## src/rtl/sensor_frame_tx.sv

```systemverilog
// Sensor sample / alarm framer with an 8N1 UART transmitter: each frame is two checked bytes.
// Optional statistics outputs are enabled with `define SENSOR_FRAME_TX_STATS_EN.
module sensor_frame_tx #(
  parameter int          CLK_HZ     = 50000000,
  parameter int          BAUD       = 115200,
  parameter logic [7:0]  KEY        = 8'h37,
  parameter logic [7:0]  ALARM_MARK = 8'hFF,
  parameter int          GAP_BITS   = 2
) (
  input  logic        clk,
  input  logic        reset,
  input  logic [7:0]  sample,
  input  logic        sample_valid,
  output logic        sample_ready,
  input  logic        alarm_req,
  output logic        tx,
  output logic        busy,
  output logic        dropped
`ifdef SENSOR_FRAME_TX_STATS_EN
  ,
  output logic [15:0] frames_sent,
  output logic [7:0]  drop_count
`endif
);

  localparam int CLKS_PER_BIT = CLK_HZ / BAUD;
  localparam int CW = (CLKS_PER_BIT > 1) ? $clog2(CLKS_PER_BIT) : 1;
  localparam logic [CW-1:0] BAUD_LAST = CW'(CLKS_PER_BIT - 1);
  localparam logic [3:0] GAP_LAST = (GAP_BITS == 0) ? 4'd0 : 4'(GAP_BITS - 1);

  typedef enum logic [2:0] {IDLE, START, DATA, STOP, GAP} state_t;

  state_t         state_reg;
  logic [CW-1:0]  baud_cnt_reg;
  logic [2:0]     bit_idx_reg;
  logic [3:0]     gap_cnt_reg;
  logic           byte_sel_reg;
  logic [7:0]     shift_reg;
  logic [7:0]     byte1_reg;
  logic           alarm_pending_reg;
  logic           tx_reg;
  logic           dropped_reg;

  logic bit_end;
  logic accept;
  logic drop_hit;
  logic byte_done;

  assign sample_ready = !reset && (state_reg == IDLE) && !alarm_pending_reg && !alarm_req;
  assign accept       = sample_valid && sample_ready;
  // Zero bytes are invisible to the receiver, so neither 0 nor KEY can form a valid frame.
  assign drop_hit     = accept && ((sample == 8'h00) || (sample == KEY));
  assign bit_end      = (baud_cnt_reg == BAUD_LAST);
  assign byte_done    = bit_end && (((state_reg == STOP) && (GAP_BITS == 0)) ||
                                    ((state_reg == GAP) && (gap_cnt_reg == GAP_LAST)));

  assign tx      = tx_reg;
  assign busy    = (state_reg != IDLE) || alarm_pending_reg;
  assign dropped = dropped_reg;

  always_ff @(posedge clk) begin
    if (reset) begin
      state_reg         <= IDLE;
      baud_cnt_reg      <= '0;
      bit_idx_reg       <= '0;
      gap_cnt_reg       <= '0;
      byte_sel_reg      <= 1'b0;
      shift_reg         <= '0;
      byte1_reg         <= '0;
      alarm_pending_reg <= 1'b0;
      tx_reg            <= 1'b1;
      dropped_reg       <= 1'b0;
`ifdef SENSOR_FRAME_TX_STATS_EN
      frames_sent       <= '0;
      drop_count        <= '0;
`endif
    end else begin
      dropped_reg <= drop_hit;
`ifdef SENSOR_FRAME_TX_STATS_EN
      if (drop_hit && (drop_count != 8'hFF))
        drop_count <= drop_count + 8'd1;
`endif
      // Pulses arriving while an alarm is pending (including the load cycle) merge into it.
      if ((state_reg == IDLE) && alarm_pending_reg)
        alarm_pending_reg <= 1'b0;
      else if (alarm_req)
        alarm_pending_reg <= 1'b1;

      case (state_reg)
        IDLE: begin
          baud_cnt_reg <= '0;
          if (alarm_pending_reg) begin
            state_reg    <= START;
            shift_reg    <= ALARM_MARK;
            byte1_reg    <= KEY;
            byte_sel_reg <= 1'b0;
            tx_reg       <= 1'b0;
          end else if (accept && !drop_hit) begin
            state_reg    <= START;
            shift_reg    <= sample;
            byte1_reg    <= sample ^ KEY;
            byte_sel_reg <= 1'b0;
            tx_reg       <= 1'b0;
          end
        end
        START: begin
          if (bit_end) begin
            baud_cnt_reg <= '0;
            state_reg    <= DATA;
            bit_idx_reg  <= '0;
            tx_reg       <= shift_reg[0];
            shift_reg    <= shift_reg >> 1;
          end else begin
            baud_cnt_reg <= baud_cnt_reg + 1'b1;
          end
        end
        DATA: begin
          if (bit_end) begin
            baud_cnt_reg <= '0;
            if (bit_idx_reg == 3'd7) begin
              state_reg <= STOP;
              tx_reg    <= 1'b1;
            end else begin
              bit_idx_reg <= bit_idx_reg + 3'd1;
              tx_reg      <= shift_reg[0];
              shift_reg   <= shift_reg >> 1;
            end
          end else begin
            baud_cnt_reg <= baud_cnt_reg + 1'b1;
          end
        end
        STOP: begin
          if (bit_end) begin
            baud_cnt_reg <= '0;
            state_reg    <= GAP;
            gap_cnt_reg  <= '0;
          end else begin
            baud_cnt_reg <= baud_cnt_reg + 1'b1;
          end
        end
        GAP: begin
          if (bit_end) begin
            baud_cnt_reg <= '0;
            gap_cnt_reg  <= gap_cnt_reg + 4'd1;
          end else begin
            baud_cnt_reg <= baud_cnt_reg + 1'b1;
          end
        end
        default: begin
          state_reg    <= IDLE;
          baud_cnt_reg <= '0;
          tx_reg       <= 1'b1;
        end
      endcase

      // End of a byte's trailing idle overrides the per-state transition above.
      if (byte_done) begin
        if (!byte_sel_reg) begin
          byte_sel_reg <= 1'b1;
          state_reg    <= START;
          shift_reg    <= byte1_reg;
          tx_reg       <= 1'b0;
        end else begin
          state_reg <= IDLE;
`ifdef SENSOR_FRAME_TX_STATS_EN
          frames_sent <= frames_sent + 16'd1;
`endif
        end
      end
    end
  end

endmodule

```

## config.mk

```make
export PLATFORM = sky130hd
export DESIGN_NAME = sensor_frame_tx
export DESIGN_NICKNAME = d
export VERILOG_FILES = /design/src/rtl/sensor_frame_tx.sv
export SDC_FILE = /design/constraint.sdc
export NUM_CORES = 1
export LEC_CHECK = 0
export ABC_AREA = 1
export BUFFER_PORTS_ARGS = -buffer_cell sky130_fd_sc_hd__buf_2
export CORE_MARGIN = 4
export CORE_UTILIZATION = 35
export CTS_BUF_LIST = sky130_fd_sc_hd__clkbuf_8
export DETAILED_ROUTE_END_ITERATION = 16
export GPL_ROUTABILITY_DRIVEN = 0
export PLACE_DENSITY = 0.61
export SLEW_MARGIN = 20
export SYNTH_ARGS = -nofsm -noshare
export SYNTH_HDL_FRONTEND = slang
export SYNTH_SLANG_ARGS = --single-unit
```

## constraint.sdc

```tcl
create_clock -name clk -period 1.7 [get_ports clk]
set_input_delay 0.425 -clock clk [delete_from_list [all_inputs] [get_ports clk]]
set_output_delay 0.425 -clock clk [all_outputs]
set_load 0.01 [all_outputs]
```

==> After elaboration in Yosys (flattened, before gate mapping) <==
Cells that the tools add are included.
{ "op_classes": {"reduce_logical": 29, "add_sub_neg": 3, "muxes": 39, "n_eq_ne": 19, "n_bitwise": 2} }
{ "ops": {"columns": ["cell", "count"], "rows": [
  ["2-to-1 mux 8 bit", 9],
  ["2-to-1 mux 3 bit", 10],
  ["case mux 8 bit (3 select lines)", 1],
  ["case mux 3 bit (5 select lines)", 1],
  ["2-to-1 mux 1 bit", 13],
  ["inequality test 2 bit, second input constant", 6],
  ["inequality test 3 bit, second input constant", 4],
  ["adder 9 x 1 -> 9 bit, second input constant", 1],
  ["equality test 9 bit, second input constant", 1],
  ["logical AND 1 bit", 9],
  ["equality test 8 x 6 -> 1 bit, second input constant", 1],
  ["logical NOT 8 bit", 1],
  ["2-to-1 mux 4 bit", 2],
  ["case mux 4 bit (2 select lines)", 1],
  ["equality test 3 x 2 -> 1 bit, second input constant", 2],
  ["equality test 3 bit, second input constant", 2],
  ["case mux 3 bit (2 select lines)", 1],
  ["AND reduction 6 bit", 1],
  ["nonzero test 2 bit", 3],
  ["NOT 5 bit", 1],
  ["adder 4 x 1 -> 4 bit, second input constant", 1],
  ["equality test 4 x 1 -> 1 bit, second input constant", 1],
  ["logical NOT 1 bit", 4],
  ["inequality test 4 x 3 -> 1 bit, second input constant", 1],
  ["other kinds (13)", 15]
]} }
{ "word_totals": {"output_inout_bits": 4, "register_bits": 39, "elab_cells": 102} }

==> Longest topological paths before layout <==
Gate-level depths: netlist (run 1).
{ "depth": {"depth_word": 13, "mapped_depth": 12, "ltp_nobuf": 12} }

==> Worst setup path before layout (run 1) <==
No wires, ideal clock.
{ "synth_path": {"path_kind": "input -> register", "from": "input port reset", "to": "register shift_reg[5]", "t_arrival_ps": 1439, "setup_time_ps": 119, "slack_ps": 141, "required_time_ps": 1581, "path_stages": 9, "path_cell_list": "buf_2 > inv_1 > nand2_1 > nor3_2 > nand2_2 > buf_6 > or2_1 > nand3_1 > a21oi_1"} }
{ "synth_via": {"elab_chain_len": 13} }
{ "synth_rtl": {"columns": ["item", "line", "rtl"], "rows": [
  ["start, declared", "11", "input logic reset,"],
  ["logical NOT 1 bit", "49", "assign sample_ready = !reset && (state_reg == IDLE) && !alarm_pending_reg && !alarm_req;"],
  ["logical AND 1 bit (3 in a row)", "49", null],
  ["logical AND 1 bit", "50", "assign accept = sample_valid && sample_ready;"],
  ["logical AND 1 bit", "52", "assign drop_hit = accept && ((sample == 8'h00) || (sample == KEY));"],
  ["logical NOT 1 bit", "98", "end else if (accept && !drop_hit) begin"],
  ["logical AND 1 bit", "98", null],
  ["2-to-1 mux 8 bit", "98", null],
  ["2-to-1 mux 8 bit", "92", "if (alarm_pending_reg) begin"],
  ["case mux 8 bit (3 select lines)", "89", "case (state_reg)"],
  ["2-to-1 mux 8 bit", "158", "if (!byte_sel_reg) begin"],
  ["2-to-1 mux 8 bit", "157", "if (byte_done) begin"],
  ["end signal, assigned", "100", "shift_reg <= sample;"],
  ["end signal, assigned", "112", "shift_reg <= shift_reg >> 1;"],
  ["end signal, assigned", "161", "shift_reg <= byte1_reg;"],
  ["end, declared", "38", "logic [7:0] shift_reg;"]
]} }
Several ways; a longest one is shown, not always the timed one.
A chain may end at the register's enable or synchronous reset.

==> Worst setup path in the final report (run 1) <==
{ "layout_path": {"from": "register state_reg[2]", "to": "output port busy"} }
{ "layout_via": {"elab_chain_len": 2} }
{ "layout_rtl": {"columns": ["item", "line", "rtl"], "rows": [
  ["start, declared", "33", "state_t state_reg;"],
  ["start signal, assigned", "63", "state_reg <= IDLE;"],
  ["start signal, assigned", "93", "state_reg <= START;"],
  ["start signal, assigned", "99", "state_reg <= START;"],
  ["nonzero test 3 bit", "58", "assign busy = (state_reg != IDLE) || alarm_pending_reg;"],
  ["logical OR 1 bit", "58", null],
  ["end, declared", "17", "output logic busy,"]
]} }
No other way between the ends.

==> flow_summary_export.csv, run 1 <==
group,metric,value,unit
timing,fin_crit_sh,96.36,%
finish,fillers,569,
power,power_density,1363,nW/um^2
placement,port_buffers,15,
critical_path,crit_required,1270,ps
synthesis,avgSynthCellArea,6.681,um^2
run,max-cap-violations,0,
clock_tree,root_buffer,"clkbuf_8",
critical_path,regToRegEndpoint,"shift_reg[3]",
critical_path,crit_chain,"nor2_4, nand2_2, buf_6, nor2_4, inv_2, buf_6",
critical_path,critPathLaunchType,"flip-flop",
grt,grt_first_pass_wirelength,8466,um
critical_path,cp.depth,6,
min_path,hold_depth,3,
critical_path,path_buf_inv,3,
clock_tree,cts.clk_slew.worst_paths,80,ps
timing,tightestPinTransition,325.6,ps
min_path,hold_start,"sample_valid",
min_path,hold_end,"dropped",
timing,clock_skew,8.430,ps
route,firstDrtPassIters,4,
finish,layout-drive-gt1-share,23.65,%
die,die_w,84.80,um
finish,stdcell_count,423,
critical_path,max_stage_delay,370,ps
clock_tree,cts.sinks,39,
synthesis,synth_area,2064,um^2
power,leakage,1.253,nW
timing,hold_viol_final,0,
timing,setup_viol,0,
critical_path,r2r_setup_slack,110,ps
finish,syn2layout_area_growth,26.55,%
timing,maxSlewViolCount,0,
synthesis,syn_inst,309,
grt,grt_overflow,0,
die,die_area,7191,um^2
status,status,"finished, final reports clean",
critical_path,end_kind,"primary output",
grt,grt_max_degree,18,
clock_tree,htree_levels,2,
die,die_h,84.80,um
finish,final_nets,368,
clock_tree,tritoncts,"done",
placement,hpwl,3505,um
grt,grt_pass1_vias,1920,
clock_tree,cts_buffers,5,
clock_tree,hold_buffers,0,
die,start_util,36.81,%
finish,largest_reg_flops,9,
min_path,hold_path.class,"in -> reg",
finish,layout_commonest_cell,"nand2_1",
grt,grt_usage,14.37,%
critical_path,r2r-start,"bit_idx_reg[0]",
route,totalWireLength,5039,um
timing,holdWs,404.6,ps
route,postRouteAntennaNets,0,
critical_path,critPathSlowestCell,"dfxtp_4",
timing,rsz0062_at_grt,"false",
route,drt_iter0_markers,114,
critical_path,crit_type,"reg -> out",
finish,n_antenna_cell,0,
timing,finalWorstSetupSlack,61.89,ps
synthesis,synth_nets,327,
finish,layout_common_cells,"nand2_1, nor2_1, dfxtp_1, inv_1, a21oi_1",
synthesis,ys_seq_area_share,37.82,%
synthesis,synth-seq-cells,39,
timing,finalCriticalPeriod,1638,ps
critical_path,crit_arrival,1210,ps
route,drc_errors,0,
placement,place_ws,-183.5,ps
clock_tree,clock_tree.buffer_depth,2,
power,p_total,3.561,mW
route,vias,2058,
critical_path,reg2reg_depth,8,
timing,relSlewSlack,78.24,%
critical_path,critPathMaxFanout,4,
route,vias_per_cell,4.865,
synthesis,synth-warning-count,0,
die,io_pins,16,
power,ir_worst_vdd,0.0006525,V
placement,place_inst,409,
route,wire_per_inst,11.91,um
timing,fmax,610.5,MHz
critical_path,crit_family,"flip-flops",
die,coreArea,5608,um^2
synthesis,synth.lib_cells_used.distinct,31,
clock_tree,clock_latency,290,ps
grt,antenna_found_initial,0,
die,rows,27,
==> synth_stat cells <==
master      n  area share [%]
xor2_1      2            0.85
nand4_2     1            0.61
buf_2       1            0.24
xnor2_1     2            0.85
ha_1        6             3.6
nor2_2      3            0.91
nand2_1    78              14
dfxtp_1    39              38
clkbuf_1    3            0.55
or2_1       2            0.61
o21ai_0    22             5.3
nor4_1      1            0.30
nand2_2     3            0.91
nor3_2      1            0.48
inv_1      36             6.5
buf_6       2             1.1
nor3_1      6             1.5
nor2_4      1            0.55
a21oi_1    27             6.5
nand3_1    16             3.9
o211a_1     1            0.48
nor2_1     40             7.3
or2_2       3            0.91
a2bb2oi_1   1            0.42
nand4_1     1            0.30
a31oi_1     3            0.91
and3_1      2            0.61
or2_0       1            0.30
inv_2       2            0.36
o21a_1      1            0.36
nor3b_1     2            0.73
==> worst max-delay path by stage <==
stage,start,to,slack (ps)
after floorplan,reset,shift_reg[5],140
after global placement,sample[6],byte1_reg[4],-40
after detailed placement,sample[6],byte1_reg[5],-180
after CTS,bit_idx_reg[0],shift_reg[2],-20
after global routing,alarm_pending_reg,sample_ready,0.6
final,state_reg[2],busy,60
==> kinds of logic after synthesis <==
family,after synthesis,share of synthesized area (%)
simple gates,161,34.00
compound gates,55,14.06
buf+inv,44,8.788
flops,39,37.82
fa+ha+maj,6,3.636
xor+xnor,4,1.697
==> repair_timing <==
item,CTS,global route
resized for setup,4,34
setup buffers,0,5
cloned,0,1
pin swaps,0,5
setup endpoints to repair,3,25
==> where the power goes <==
group	internal [mW]	switching, mW
combinational	0.586	0.876
clock	0.586	0.347
sequential	1.07	0.0961
total	2.24	1.32
==> routing by layer <==
layer	part of all wire (%)	track usage, %	up-vias
li1	-	-	1074
met1	49	18.13	929
met2	45	23.56	47
met3	4.4	3.533	8
met4	1.7	5.468	0
met5	0	0	-
==> through the flow <==
step | area [um^2] | utilization [%] | TNS (ps)
floorplan | 2064 | - | 0
global placement | 2333 | 41.61 | -215.9
detailed placement | 2333 | 41.61 | -1143
CTS | 2484 | 44.29 | -39.91
global route | 2613 | 46.59 | 0
finish | 2613 | 46.59 | 0
==> worst register-to-register path, stage by stage (launching register included) <==
cell and delay [ps]:
dfxtp_1 330, ha_1 200, ha_1 190, or2_4 270, nand2_4 110, nand2_4 90
o21ai_1 140, nor2_1 60, a21oi_1 140
==> layout make-up <==
| type | count | area [um^2] | area share (%) |
|---|---|---|---|
| inverter | 38 | 142.6 | 5.460 |
| sequential | 39 | 790.8 | 30.27 |
| multi-input combinational | 227 | 1187 | 45.45 |
| timing repair buffer | 39 | 265.3 | 10.15 |
| clock buffer | 5 | 68.82 | 2.634 |
| tap | 72 | 90.09 | 3.448 |
| clock inverter | 3 | 67.56 | 2.586 |
Note: power is estimated with default switching activity, not from simulation.
==> run 2: changes to the inputs <==
- BUFFER_PORTS_ARGS: -buffer_cell sky130_fd_sc_hd__buf_2 -> unset
- DONT_BUFFER_PORTS: unset -> 1
- GPL_ROUTABILITY_DRIVEN: 0 -> unset
- PLACE_DENSITY: 0.61 -> 0.59
==> run 2 against run 1 <==
Count of clock-buffer cells in the layout did not move. First-iteration DRC count fell by 13%. Clock skew fell by 1.8 ps. Non-clock buffer count fell by 25. Setup slack improved by 37 ps. Highest routed layer unchanged.
==> flow_summary_export.csv, run 2 (same netlist as run 1, synthesis figures left out) <==
group,metric,value,unit
status,status,"finished, final reports clean",
clock_tree,hold_buffers,0,
die,start_util,36.81,%
route,postRouteAntennaNets,0,
run,max-cap-violations,0,
finish,layout_common_cells,"nand2_1, nor2_1, dfxtp_1, inv_1, a21oi_1",
die,coreArea,5608,um^2
finish,layout-drive-gt1-share,14.77,%
grt,grt_pass1_vias,1804,
critical_path,r2r_setup_slack,110,ps
min_path,hold_depth,1,
die,die_w,84.80,um
placement,hpwl,3444,um
power,pwr-share-clk,27.9,%
die,die_h,84.80,um
clock_tree,cts.sinks,39,
die,rows,27,
power,power_density,1369,nW/um^2
placement,dpl_cell_area,2213,um^2
power,seqPwrFrac,35.0,%
timing,tightestPinTransition,322.2,ps
min_path,hold_start,"reset",
grt,grt_overflow,0,
timing,maxSlewViolCount,0,
clock_tree,cts.clk_slew.worst_paths,80,ps
die,die_area,7191,um^2
route,vias_per_cell,4.950,
critical_path,crit_required,1270,ps
finish,syn2layout_area_growth,17.39,%
timing,setup_viol,0,
placement,place.gp.congestion,0.8358,
timing,holdWs,188.7,ps
clock_tree,clock_tree.buffer_depth,2,
grt,grt_first_pass_wirelength,8369,um
power,internal_power,2.080,mW
critical_path,regToRegEndpoint,"shift_reg[6]",
route,totalWireLength,4722,um
timing,finalWorstSetupSlack,98.89,ps
timing,fin_crit_sh,94.18,%
finish,stdcell_count,397,
timing,relSlewSlack,78.36,%
grt,grt_max_degree,20,
power,combPwrFrac,37.1,%
clock_tree,htree_levels,2,
critical_path,crit_type,"reg -> out",
route,vias,1965,
route,firstDrtPassIters,5,
route,drc_errors,0,
finish,layout_commonest_cell,"nand2_1",
grt,antenna_found_initial,0,
critical_path,end_kind,"primary output",
power,leakage,1.123,nW
power,p_sw,1.237,mW
grt,grt_usage,14.21,%
clock_tree,clock_latency,290,ps
power,switching_share,37.29,%
critical_path,critPathLaunchType,"flip-flop",
clock_tree,cts_buffers,5,
timing,finalCriticalPeriod,1601,ps
timing,clock_skew,6.602,ps
timing,fmax,624.6,MHz
finish,n_antenna_cell,0,
die,io_pins,16,
timing,rsz0062_at_grt,"true",
placement,place_ws,-37.40,ps
critical_path,reg2reg_depth,8,
min_path,hold_end,"state_reg[2]",
min_path,hold_path.class,"in -> reg",
placement,place_inst,388,
clock_tree,root_buffer,"clkbuf_8",
critical_path,crit_arrival,1180,ps
power,ir_worst_vdd,0.0005188,V
finish,largest_reg_flops,9,
finish,post-route-cell-area,2424,um^2
timing,hold_viol_final,0,
route,drt_iter0_markers,99,
finish,final_nets,342,
critical_path,r2r-start,"bit_idx_reg[0]",
critical_path,critPathMaxFanout,3,
route,wire_per_inst,11.89,um
clock_tree,tritoncts,"done",
placement,port_buffers,0,
power,p_total,3.317,mW
-- run 2: cell types whose count changed in the layout (fill, tap and decap cells not counted), sizes merged --
cell | previous run | this run
buf | 39 | 14
nand2 | 82 | 81
-- run 2: how the worst max path moves through the flow --
stage	cells after the start	startpoint	to
after floorplan	9	reset	shift_reg[5]
after global routing	11	baud_cnt_reg[1]	state_reg[0]
after detailed placement	7	sample[6]	byte1_reg[5]
after CTS	5	state_reg[2]	busy
final	4	alarm_pending_reg	sample_ready
after global placement	10	alarm_req	state_reg[0]
-- run 2: per-stage QoR --
stage | TNS [ps] | util (%)
CTS | 0 | 41.95
finish | 0 | 43.22
global placement | 0 | 39.47
detailed placement | -207.3 | 39.47
floorplan | 0 | -
global route | -122.5 | 43.22
-- run 2: area by class of cell --
cell class                      count  area, um^2
Fill cell                         585        3184
Multi-Input combinational cell    226        1165
Sequential cell                    39       782.0
Inverter                           38       145.1
Timing Repair Buffer               14       105.1
Tap cell                           72       90.09
Clock buffer                        5       68.82
Clock inverter                      3       67.56
-- run 2: routing by layer --
metal	global-route usage (%)	wire [um]	share of wire (%)
met1	19.46	2282	48
met2	22.21	2117	45
met3	2.944	251	5.3
met4	4.748	71	1.5
met5	0	0	0
-- run 2: power by group through the flow --
stage | logic (mW) | clock network [mW] | registers, mW
after floorplan | 0.831 | 0 | 1.17
after global placement | 1.13 | 0 | 1.18
after detailed placement | 1.13 | 0 | 1.18
after CTS | 1.14 | 0.947 | 1.16
after global routing | 1.42 | 0.973 | 1.18
final | 1.23 | 0.927 | 1.16
-- run 2: repair_timing --
action,CTS,global route
setup endpoints to repair,1,26
cloned,0,0
pin swaps,0,3
setup buffers,0,1
gates resized for setup,1,26
-- run 2: critical path: stages, from the launching register on --
cell     delay [ps]
dfxtp_1         360
nor2_1          150
nand2_1          90
buf_4           140
nor2_2          130
